File: src/rtl/input_conditioner.sv
// Multi-channel input conditioner: per-channel synchronizer, optional
// debounce filter and registered rise/fall/changed pulses.
module input_conditioner #(
  parameter int               WIDTH       = 4,
  parameter int               FF_COUNT    = 3,
  parameter int               DEBOUNCE    = 16,
  parameter logic [WIDTH-1:0] RESET_VALUE = '0
) (
  input  logic             clk,
  input  logic             resetn,
  input  logic [WIDTH-1:0] in,
  input  logic [WIDTH-1:0] debounce_en,
  output logic [WIDTH-1:0] out,
  output logic [WIDTH-1:0] rise,
  output logic [WIDTH-1:0] fall,
  output logic             changed
);

  localparam int CNT_W =
    (DEBOUNCE > 1) ? $clog2(DEBOUNCE) : 1;
  localparam logic [CNT_W-1:0] TERM =
    CNT_W'(DEBOUNCE - 1);

  logic [FF_COUNT-1:0][WIDTH-1:0] sync_q, sync_d;
  logic [WIDTH-1:0][CNT_W-1:0]    cnt_q, cnt_d;
  logic [WIDTH-1:0]               out_q, out_d;
  logic [WIDTH-1:0]               rise_q, rise_d;
  logic [WIDTH-1:0]               fall_q, fall_d;
  logic                           changed_q, changed_d;
  logic [WIDTH-1:0]               s;

  assign s = sync_q[FF_COUNT-1];

  always_comb begin
    sync_d = {sync_q[FF_COUNT-2:0], in};
    out_d  = out_q;
    cnt_d  = cnt_q;
    for (int i = 0; i < WIDTH; i++) begin
      if (!debounce_en[i]) begin
        out_d[i] = s[i];
        cnt_d[i] = '0;
      end else if (s[i] == out_q[i]) begin
        cnt_d[i] = '0;
      end else if (cnt_q[i] == TERM) begin
        out_d[i] = s[i];
        cnt_d[i] = '0;
      end else begin
        cnt_d[i] = cnt_q[i] + 1'b1;
      end
    end
    // Pulses line up with the first cycle out shows the new level
    rise_d    = out_d & ~out_q;
    fall_d    = ~out_d & out_q;
    changed_d = |(rise_d | fall_d);
  end

  always_ff @(posedge clk or negedge resetn) begin
    if (!resetn) begin
      sync_q    <= {FF_COUNT{RESET_VALUE}};
      cnt_q     <= '0;
      out_q     <= RESET_VALUE;
      rise_q    <= '0;
      fall_q    <= '0;
      changed_q <= 1'b0;
    end else begin
      sync_q    <= sync_d;
      cnt_q     <= cnt_d;
      out_q     <= out_d;
      rise_q    <= rise_d;
      fall_q    <= fall_d;
      changed_q <= changed_d;
    end
  end

  assign out     = out_q;
  assign rise    = rise_q;
  assign fall    = fall_q;
  assign changed = changed_q;

endmodule

File: config.mk
export PLATFORM = sky130hd
export DESIGN_NAME = input_conditioner
export DESIGN_NICKNAME = d
export VERILOG_FILES = /design/src/rtl/input_conditioner.sv
export SDC_FILE = /design/constraint.sdc
export NUM_CORES = 1
export LEC_CHECK = 0
export CAP_MARGIN = 0
export CELL_PAD_IN_SITES_DETAIL_PLACEMENT = 1
export CELL_PAD_IN_SITES_GLOBAL_PLACEMENT = 2
export CORE_ASPECT_RATIO = 2
export CORE_MARGIN = 8
export CORE_UTILIZATION = 39
export CTS_CLUSTER_SIZE = 24
export DETAILED_ROUTE_END_ITERATION = 8
export PLACE_DENSITY = 0.81
export SLEW_MARGIN = 20
export SYNTH_ARGS = -nofsm -noshare
export SYNTH_HDL_FRONTEND = slang
export SYNTH_SLANG_ARGS = --single-unit
File: constraint.sdc
create_clock -name clk -period 2.6 [get_ports clk]
set_clock_uncertainty 0.1 [all_clocks]
set_input_delay 0.26 -clock clk [delete_from_list [all_inputs] [get_ports clk]]
set_output_delay 0.26 -clock clk [all_outputs]
set_load 0.02 [all_outputs]
; ---- After elaboration in Yosys (flattened, before gate mapping)
; Cells that the tools add are included.
[op_classes]
reduce_logical = 1
n_addsub = 4
order_cmp = 0
n_mux = 24
div_mod_pow = 0
bitwise_logic = 5
multipliers = 0
shift = 0
n_eq_ne = 8
[op_table]
columns = cell, count
row1 = 2-to-1 mux 4 bit, 12
row2 = "adder 4 x 1 -> 4 bit, second input constant", 4
row3 = "equality test 4 bit, second input constant", 4
row4 = 2-to-1 mux 1 bit, 12
row5 = bitwise AND 4 bit, 2
row6 = inverter 4 bit, 2
row7 = equality test 1 bit, 4
row8 = OR 4 bit, 1
row9 = OR reduction 4 bit, 1
[totals]
mem_bits_rw = 0
out_inout_bits = 13
inputBits = 10
mem_bits_ro = 0
elab_cells = 53
mem_count = 0
latch_bits = 0
reg_bits = 41

; ---- Longest topological paths before layout
; Gate-level depths: netlist (run 1).
[logic_depth]
word_depth = 8
mapped_depth = 6
depth_no_buf = 6

; ---- Worst setup path after synthesis (run 1)
; OpenSTA, ideal clock, no wires.
[synth_timing]
path_kind = register -> register
from = reg cnt_q[8] (netlist name)
to = reg changed_q (netlist: changed)
t_required_ps = 2370
path_stages_with_launch = 7
setup_ps = 130
synth_period_minus_slack_ps = 1685
n_path_buf = 0
path_slack_ps = 915
arrival_ps = 1455
path_cell_list = dfrtp_1 > ha_1 > nand3_1 > nand2_1 > mux2_1 > ha_1 > nand4_1
[synth_via]
elab_chain_cells = 8
[synth_lines]
columns = element, line
row1 = start: declaration, 25  ; logic [WIDTH-1:0][CNT_W-1:0] cnt_q, cnt_d;
row2 = start signal: assignment, 67  ; cnt_q <= cnt_d;
row3 = equality test 4 bit (*), 44  ; end else if (cnt_q[i] == TERM) begin
row4 = 2-to-1 mux 1 bit (*), 44
row5 = 2-to-1 mux 1 bit (*), 42  ; end else if (s[i] == out_q[i]) begin
row6 = 2-to-1 mux 1 bit (*), 39  ; if (!debounce_en[i]) begin
row7 = net out_d[2], 26  ; logic [WIDTH-1:0] out_q, out_d;
row8 = inverter 4 bit, 53  ; fall_d = ~out_d & out_q;
row9 = bitwise AND 4 bit, 53
row10 = OR 4 bit (*), 54  ; changed_d = |(rise_d | fall_d);
row11 = OR reduction 4 bit (*), 54
row12 = net changed_d, 29  ; logic changed_q, changed_d;
row13 = end signal: assignment, 71  ; changed_q <= changed_d;
row14 = end: declaration, 29
; The timed path passes the listed nets; every way through them passes the cells marked *.

; ---- Final worst setup path (run 1)
; Ends and elaborated chain as after synthesis.

==> metrics, run 1 <==
final setup fails=0; commonest non-fill, non-tap cell in the layout=dfrtp_1; vias in the first global route=about 1,100; Int Pwr=1.136 mW; Comb power frac=approximately 11%; status=finished with violations; Worst Max-Slew Pin Slew=around 0.87 ns; R2R cell count=6; Routability Congestion=0.6878; Seq pwr share=48.6%; TritonRoute pass-1 iters=2; total grt overflow=0; syn nets=136; postcts setup bufs=0; design area=0.001987 mm^2; HPWL after DPL=2198 um; sequential element share of the synthesized area=roughly two thirds; DIE AREA=about 0.0064 mm^2; Clock Latency Late Sink=0.29 ns; final period utilization=73.42%; H-tree Lvls=2; post_cts resized=0; R2R Path End=changed$_DFF_PN0_; Die Wd=about 61 um; Die Ht=~110 um; most frequent cells in the layout=dfrtp_1, clkdlybuf4s50_1, ha_1; cell taking the most area after synthesis=dfrtp_1; total track usage=~11%; leakage=slightly below 1 nW; Psw=approximately 0.33 mW; crit path DAT=just under 2 ns; Worst setup EP type=flip-flop; worst hold path type=in2async; TNS Setup=0 ns; Placed Area=between 0.0015 and 0.002 mm^2; cells after synthesis=about 110; Tot Pwr=roughly 1.5 mW; Yosys cell types=17; Power Density=approximately 740 mW/mm^2; failing checks=negative hold slack; Starting DRT DRC Count=15; WS Path Type=reg2reg; largest cells by area after synthesis=dfrtp_1, ha_1, xor2_1; final hold violations=41; wirelength, routed=~3000 um; maximum clock path buffer count=2; CTS clk-pin slew, worst paths=0.08 ns; DRT antenna net count=0; Data required, critical path=approximately 2.7 ns; std cell rows=32; dpl cells=approximately 190; core box area=0.003884 mm^2; R2R Setup Slk=0.69 ns; reg-to-reg startpoint=cnt_q[8]$_DFF_PN0_; Vias/cell=~4.8; switching share of power=between 20% and 30%; Net count, final=between 150 and 200; initial antenna violation count=0; Post-Syn Area=roughly 0.0016 mm^2; Boundary Pins=23; CTS tree=yes; Peak VDD IR=around 0.5 mV; CTS buffer count=5; Peak Freq=about 0.52 GHz; Final Critical Period=between 1.5 and 2 ns; Root Driver=clkbuf_8; Area Overhead vs Synth=26.23%; YS warnings=0; initial core utilization=between 40% and 50%; #FFs+latches synth=between 40 and 50; Hold Worst Slack=-0.01387 ns; DR WL/cell=between 15 and 20 um; # port buffers=22; share of cells above drive strength 1=around 8.3%; Hold-fix buffers, CTS=0; Antenna diodes=0; Clk pwr share=slightly above 40%; drt drc=0; # clock sinks=between 40 and 50; Yosys top cell area share=roughly 65%; Worst setup SP type=flip-flop; Final Non-Filler Cells=195; Slew Viols, Final=0; pin count of the biggest net entering global routing=42; CP Max Fanout=4; slew margin rel.=a little over two fifths; vias post-DR=between 900 and 1,000; first-pass GRT wire length=~5300 um; mean post-synth cell area=roughly 14 um^2; RSZ-0062 raised after global routing=false; # Max-Cap Violations=0
cell families after synthesis:
kind of cell / share of synthesized area (%)
flops: 65.18
simple gates: 10.97
fa+ha+maj: 9.539
xor+xnor: 5.565
mux: 5.405
compound gates: 1.908
buf+inv: 1.431
flip-flops by register name (all words and copies together), names as in the netlist:
name,flops
rise,4
fall,4
changed,1
out,4
s,4
cnt_q,16
sync_d,8
Yosys cell counts, drive strengths merged:
| master | instances |
|---|---|
| a21oi | 4 |
| and3 | 6 |
| dfrtp | 41 |
| ha | 12 |
| inv | 6 |
| mux2 | 4 |
| mux2i | 4 |
| nand2 | 6 |
| nand3 | 8 |
| nand4 | 1 |
| nand4b | 2 |
| nor2 | 6 |
| nor3b | 2 |
| o21ai | 2 |
| xnor2 | 2 |
| xor2 | 8 |
metal layers:
| layer | track usage (%) | up-vias | routed length, um |
|---|---|---|---|
| met5 | 0 | - | 0 |
| met3 | 3.167 | 5 | 134 |
| li1 | - | 440 | - |
| met2 | 18.19 | 21 | 1651 |
| met1 | 11.70 | 475 | 1113 |
| met4 | 6.555 | 0 | 66 |
layout make-up:
type	instances	area, um^2
fillers	415	1897
flip-flops and latches	41	1026
multi-input cells	67	525.5
repair buffers	22	215.2
clock buffers	5	68.82
clock inverters	3	65.06
well taps	51	63.81
inverters	6	22.52
how the worst max path moves through the flow:
stage / from / endpoint / slack, ns
global placement: debounce_en[2] / changed$_DFF_PN0_ / 0.79
finish: cnt_q[8]$_DFF_PN0_ / changed$_DFF_PN0_ / 0.69
global route: cnt_q[8]$_DFF_PN0_ / changed$_DFF_PN0_ / 0.55
detailed placement: cnt_q[8]$_DFF_PN0_ / changed$_DFF_PN0_ / 0.72
floorplan: cnt_q[8]$_DFF_PN0_ / changed$_DFF_PN0_ / 0.92
CTS: cnt_q[8]$_DFF_PN0_ / changed$_DFF_PN0_ / 0.66
per-stage QoR:
stage | setup slack [ns] | util (%) | hold WS [ns]
2_1_floorplan | 0.9153 | - | -0.1356
3_3_place_gp | 0.7917 | 47.71 | 0.2360
3_5_place_dp | 0.7166 | 47.71 | 0.2364
4_1_cts | 0.6593 | 51.16 | 0.01323
5_1_grt | 0.5512 | 51.16 | 0.07485
6_report | 0.6910 | 51.16 | -0.01387
critical path, cell delays in order (launching register included):
cell     delay, ns
dfrtp_1       0.42
ha_1          0.25
nand3_1       0.13
nand2_1       0.13
mux2_1        0.35
ha_1          0.30
nand4_1       0.10
power groups by stage:
stage / combinational (mW) / clock (mW) / sequential (mW)
2_1_floorplan: 0.0518 / 0 / 0.741
3_3_place_gp: 0.159 / 0 / 0.719
3_5_place_dp: 0.167 / 0 / 0.723
4_1_cts: 0.168 / 0.610 / 0.711
5_1_grt: 0.181 / 0.631 / 0.717
6_report: 0.162 / 0.590 / 0.710
(Power assumes the default switching activity.)
==> run 2, diff against run 1 <==
Settings changed: CORE_UTILIZATION 39 to 36, PLACE_DENSITY 0.81 to 0.75.
Clock period 2.6 ns to 1.95 ns, I/O delays scaled along.
==> metrics, run 2 (synthesis gave the netlist of run 1 again) <==
Routability Congestion=0.7091; total grt overflow=0; Clock Latency Late Sink=a little under 0.3 ns; TNS Setup=0 ns; Vias/cell=4.771; TritonRoute pass-1 iters=2; Starting DRT DRC Count=8; std cell rows=34; crit path DAT=around 1.9 ns; vias in the first global route=roughly 1,100; Critical Path Most Common Cell=ha_1; first-pass GRT wire length=4954 um; drt drc=0; most frequent cells in the layout=dfrtp_1, clkdlybuf4s50_1, ha_1; DRT antenna net count=0; Boundary Pins=23; # Max-Cap Violations=0; vias post-DR=959; Fill cells=454; Area Overhead vs Synth=27.19%; Largest register FFs=16; CTS buffer count=5; status=finished clean; R2R Path End=changed$_DFF_PN0_; HPWL after DPL=~2200 um; total track usage=9.642%; Max stage delay on crit path=approximately 0.45 ns; Hold Path End=sync_d[7]$_DFF_PN0_; core box area=between 0.004 and 0.005 mm^2; WS Path Type=reg2reg; # port buffers=22; RSZ-0062 raised after global routing=false; Final Core Density=a little under half; initial antenna violation count=0; wirelength, routed=a little under 3000 um; commonest non-fill, non-tap cell in the layout=dfrtp_1; Die Wd=approximately 63 um; R2R cell count=6; Worst setup SP type=flip-flop; Top Layer Used=met4; Peak Freq=roughly 0.54 GHz; share of cells above drive strength 1=between 10 and 15%; CP Max Fanout=4; crit-path cells=ha_1, nand3_1, nand2_1, mux2_1, ha_1, nand4_1; H-tree Lvls=2; maximum clock path buffer count=2; Min-Delay Startpoint=in[3]; Power Density=just over 900 mW/mm^2; final setup fails=0; CTS clk-pin slew, worst paths=0.08 ns; Worst setup EP type=flip-flop; final hold violations=0; R2R Setup Slk=roughly 0.10 ns; Root Driver=clkbuf_8; CP max stage cell=dfrtp_2; Most flops, register=cnt_q; Slew Viols, Final=0; Final Critical Period=about 1.8 ns; DR WL/cell=14.62 um; final period utilization=a little over nine tenths; slew margin rel.=about two thirds; leakage=0.9639 nW; Die Ht=roughly 110 um; DIE AREA=about 0.0069 mm^2; Peak VDD IR=0.7101 mV; Data required, critical path=~2 ns; # clock sinks=41; FF+latch area=about 0.001 mm^2; Multi-input gate area=around 530 um^2; hold depth=1; Top delay family on crit path=adder cells; Buf+Inv Stages, Crit Path=0; Worst Max-Slew Pin Slew=approximately 0.5 ns; met3 WL post-DR=137 um; Net count, final=168; reg-to-reg startpoint=cnt_q[8]$_DFF_PN0_; initial core utilization=a little over a third; worst hold path type=in2reg; pin count of the biggest net entering global routing=42; metal2 WL=1648 um; M1 WL=roughly 1100 um; Antenna diodes=0; CTS tree=yes
==> run 2: changes by cell type in the layout (fill, tap and decap cells not counted) <==
| cell | delta |
|---|---|
| ha_2 | +1 |
| clkbuf_8 | +1 |
| dfrtp_2 | +1 |
| bufinv_16 | -1 |
| ha_1 | -1 |
| buf_4 | +2 |
| clkbuf_1 | +1 |
| dfrtp_1 | -1 |
| clkinv_2 | -1 |
| dlygate4sd3_1 | +1 |
==> run 2: layer usage <==
metal	track usage [%]	vias to the layer above
li1	-	446
met3	4.082	6
met4	7.389	0
met2	17.65	21
met5	0	-
met1	8.005	486
==> run 2: how the worst max path moves through the flow <==
stage | cells past startpoint | endpoint | from | slack [ns]
floorplan | 6 | changed$_DFF_PN0_ | cnt_q[8]$_DFF_PN0_ | 0.27
global placement | 5 | changed$_DFF_PN0_ | debounce_en[3] | 0.19
detailed placement | 6 | changed$_DFF_PN0_ | cnt_q[12]$_DFF_PN0_ | 0.09
CTS | 6 | changed$_DFF_PN0_ | cnt_q[8]$_DFF_PN0_ | 0.06
global route | 6 | changed$_DFF_PN0_ | cnt_q[4]$_DFF_PN0_ | 0.004
finish | 6 | changed$_DFF_PN0_ | cnt_q[8]$_DFF_PN0_ | 0.10
==> run 2: final cells by class <==
| cell class | instances | share of cell area, % |
|---|---|---|
| multi-input combinational | 67 | 26.37 |
| timing repair buffer | 25 | 12.00 |
| clock inverter | 1 | 1.500 |
| tap | 54 | 3.375 |
| clock buffer | 7 | 4.313 |
| sequential | 41 | 51.31 |
| inverter | 6 | 1.125 |
==> run 2: what timing repair did <==
item                                    4_1_cts  5_1_grt
resized for setup                             0        2
endpoints found under the setup margin        0        1
endpoints found under the hold margin        41        0
setup buffers                                 0        1
hold buffers                                  1        0
==> run 2: where the power goes <==
part	total, mW	internal, mW	leakage [nW]	switching, mW
combinational	0.222	0.107	0.389	0.115
clock	0.690	0.417	0.0585	0.273
sequential	0.946	0.905	0.517	0.0414
total	1.86	1.43	0.964	0.429
==> run 2: stage by stage <==
stage | setup slack, ns | hold WS [ns] | cells | power [mW] | instance area [um^2]
2_1_floorplan | 0.2653 | -0.2006 | 114 | 1.057 | 1574
3_3_place_gp | 0.1893 | 0.1770 | 191 | 1.175 | 1864
3_5_place_dp | 0.09257 | 0.1925 | 191 | 1.187 | 1864
4_1_cts | 0.05769 | 0.2262 | 200 | 1.894 | 1991
5_1_grt | 0.004261 | 0.2231 | 201 | 1.947 | 2002
6_report | 0.1042 | 0.2349 | 201 | 1.858 | 2002
==> run 3, diff against run 2 <==
Settings changed: SETUP_SLACK_MARGIN set to 0.15.
==> metrics, run 3 (synthesis gave the netlist of run 1 again) <==
R2R Path End=changed$_DFF_PN0_; crit path DAT=~1.8 ns; Final Non-Filler Cells=208; hold depth=1; most frequent cells in the layout=dfrtp_1, clkdlybuf4s50_1, ha_1, buf_4, xor2_1; crit-path cells=ha_1, nand3_1, nand2_2, mux2_4, ha_1, nand4_1; Area Overhead vs Synth=32.59%; wirelength, routed=~3200 um; Final Critical Period=approximately 1.8 ns; CP max stage cell=dfrtp_1; Root Driver=clkbuf_8; total track usage=between 9 and 10%; Antenna diodes=0; Fill cells=between 400 and 500; # clock sinks=41; RSZ-0062 raised after global routing=false; vias post-DR=around 1,000; Slew Viols, Final=0; status=finished clean; design area=0.002087 mm^2; leakage=about 1 nW; WS Path Type=reg2reg; Worst setup SP type=flip-flop; Max stage delay on crit path=0.40 ns; # Max-Cap Violations=0; Hold Path End=sync_d[7]$_DFF_PN0_; initial antenna violation count=0; TNS Setup=0 ns; pin count of the biggest net entering global routing=between 40 and 50; final setup fails=0; Critical Path Most Common Cell=ha_1; maximum clock path buffer count=2; Die Ht=~110 um; Peak Freq=0.5711 GHz; std cell rows=34; Net count, final=approximately 180; initial core utilization=between 30% and 40%; Most flops, register=cnt_q; DR WL/cell=15.22 um; Multi-input gate area=between 500 and 600 um^2; R2R Setup Slk=0.20 ns; Data required, critical path=2.01 ns; reg-to-reg startpoint=cnt_q[0]$_DFF_PN0_; final hold violations=0; Worst Max-Slew Pin Slew=roughly 0.5 ns; # port buffers=22; worst hold path type=in2reg; Placed Area=0.001864 mm^2; DRT antenna net count=0; CP Max Fanout=3; final period utilization=between 80% and 90%; Routability Congestion=about 0.71; CTS tree=yes; Boundary Pins=23; Final Core Density=48.57%; share of cells above drive strength 1=between 20% and 30%; core box area=approximately 0.0043 mm^2; R2R cell count=6; CTS buffer count=5; DIE AREA=0.006872 mm^2; Clock Latency Late Sink=around 0.29 ns; Largest register FFs=16; first-pass GRT wire length=5092 um; dpl cells=~190; vias in the first global route=approximately 1,100; Worst setup EP type=flip-flop; Power Density=~900 mW/mm^2; total grt overflow=0; Peak VDD IR=around 0.72 mV; TritonRoute pass-1 iters=3; HPWL after DPL=about 2200 um; Starting DRT DRC Count=12; drt drc=0; FF+latch area=~0.0010 mm^2; Die Wd=roughly 63 um; Min-Delay Startpoint=in[3]; commonest non-fill, non-tap cell in the layout=dfrtp_1; slew margin rel.=about 66%; Vias/cell=around 4.8; CTS clk-pin slew, worst paths=0.07 ns; H-tree Lvls=2
-- run 3: cell types whose count changed in the layout (fill, tap and decap cells not counted), sizes merged --
cell and delta:
buf +7
-- run 3: metrics by stage --
| stage | setup slack, ns | hold WS [ns] | total power [mW] |
|---|---|---|---|
| final | 0.1990 | 0.2346 | 1.888 |
| after detailed placement | 0.09257 | 0.1925 | 1.187 |
| after floorplan | 0.2653 | -0.2006 | 1.057 |
| after CTS | 0.1507 | 0.2262 | 1.908 |
| after global routing | 0.1536 | 0.2231 | 1.975 |
| after global placement | 0.1893 | 0.1770 | 1.175 |
-- run 3: report_power, final --
| part | internal [mW] | total [mW] | leakage, nW | switching, mW |
|---|---|---|---|---|
| registers | 0.904 | 0.944 | 0.518 | 0.0397 |
| logic | 0.125 | 0.252 | 0.424 | 0.127 |
| clock network | 0.417 | 0.692 | 0.0585 | 0.275 |
-- run 3: worst max-delay path, delay by kind of cell, from the launching register on --
kind	cells	cell delay, ns
fa+ha+maj	2	0.51
flops	1	0.40
mux	1	0.31
simple gates	3	0.31
-- run 3: area by class of cell --
type | count | area share, %
well taps | 54 | 3.237
clock buffers | 7 | 4.137
clock inverters | 1 | 1.439
multi-input cells | 67 | 26.92
repair buffers | 32 | 14.03
inverters | 6 | 1.079
flip-flops and latches | 41 | 49.16
-- run 3: what timing repair did --
action	CTS	global route
pin swaps	0	3
hold buffers	1	0
endpoints found under the setup margin	1	1
endpoints found under the hold margin	41	0
setup buffers	5	3
resized for setup	3	10
-- run 3: how the worst max path moves through the flow --
stage	from	end	slack, ns	depth (start not counted)
floorplan	cnt_q[8]$_DFF_PN0_	changed$_DFF_PN0_	0.27	6
global placement	debounce_en[3]	changed$_DFF_PN0_	0.19	5
detailed placement	cnt_q[12]$_DFF_PN0_	changed$_DFF_PN0_	0.09	6
CTS	cnt_q[0]$_DFF_PN0_	changed$_DFF_PN0_	0.15	6
global route	cnt_q[0]$_DFF_PN0_	changed$_DFF_PN0_	0.15	6
finish	cnt_q[0]$_DFF_PN0_	changed$_DFF_PN0_	0.20	6
-- run 3: routing by layer --
layer	part of all wire (%)	vias to the layer above	track usage [%]
met2	58	20	18.47
li1	-	461	-
met3	4.4	6	4.082
met1	35	510	8.130
met4	3.0	0	7.389
met5	0	-	0
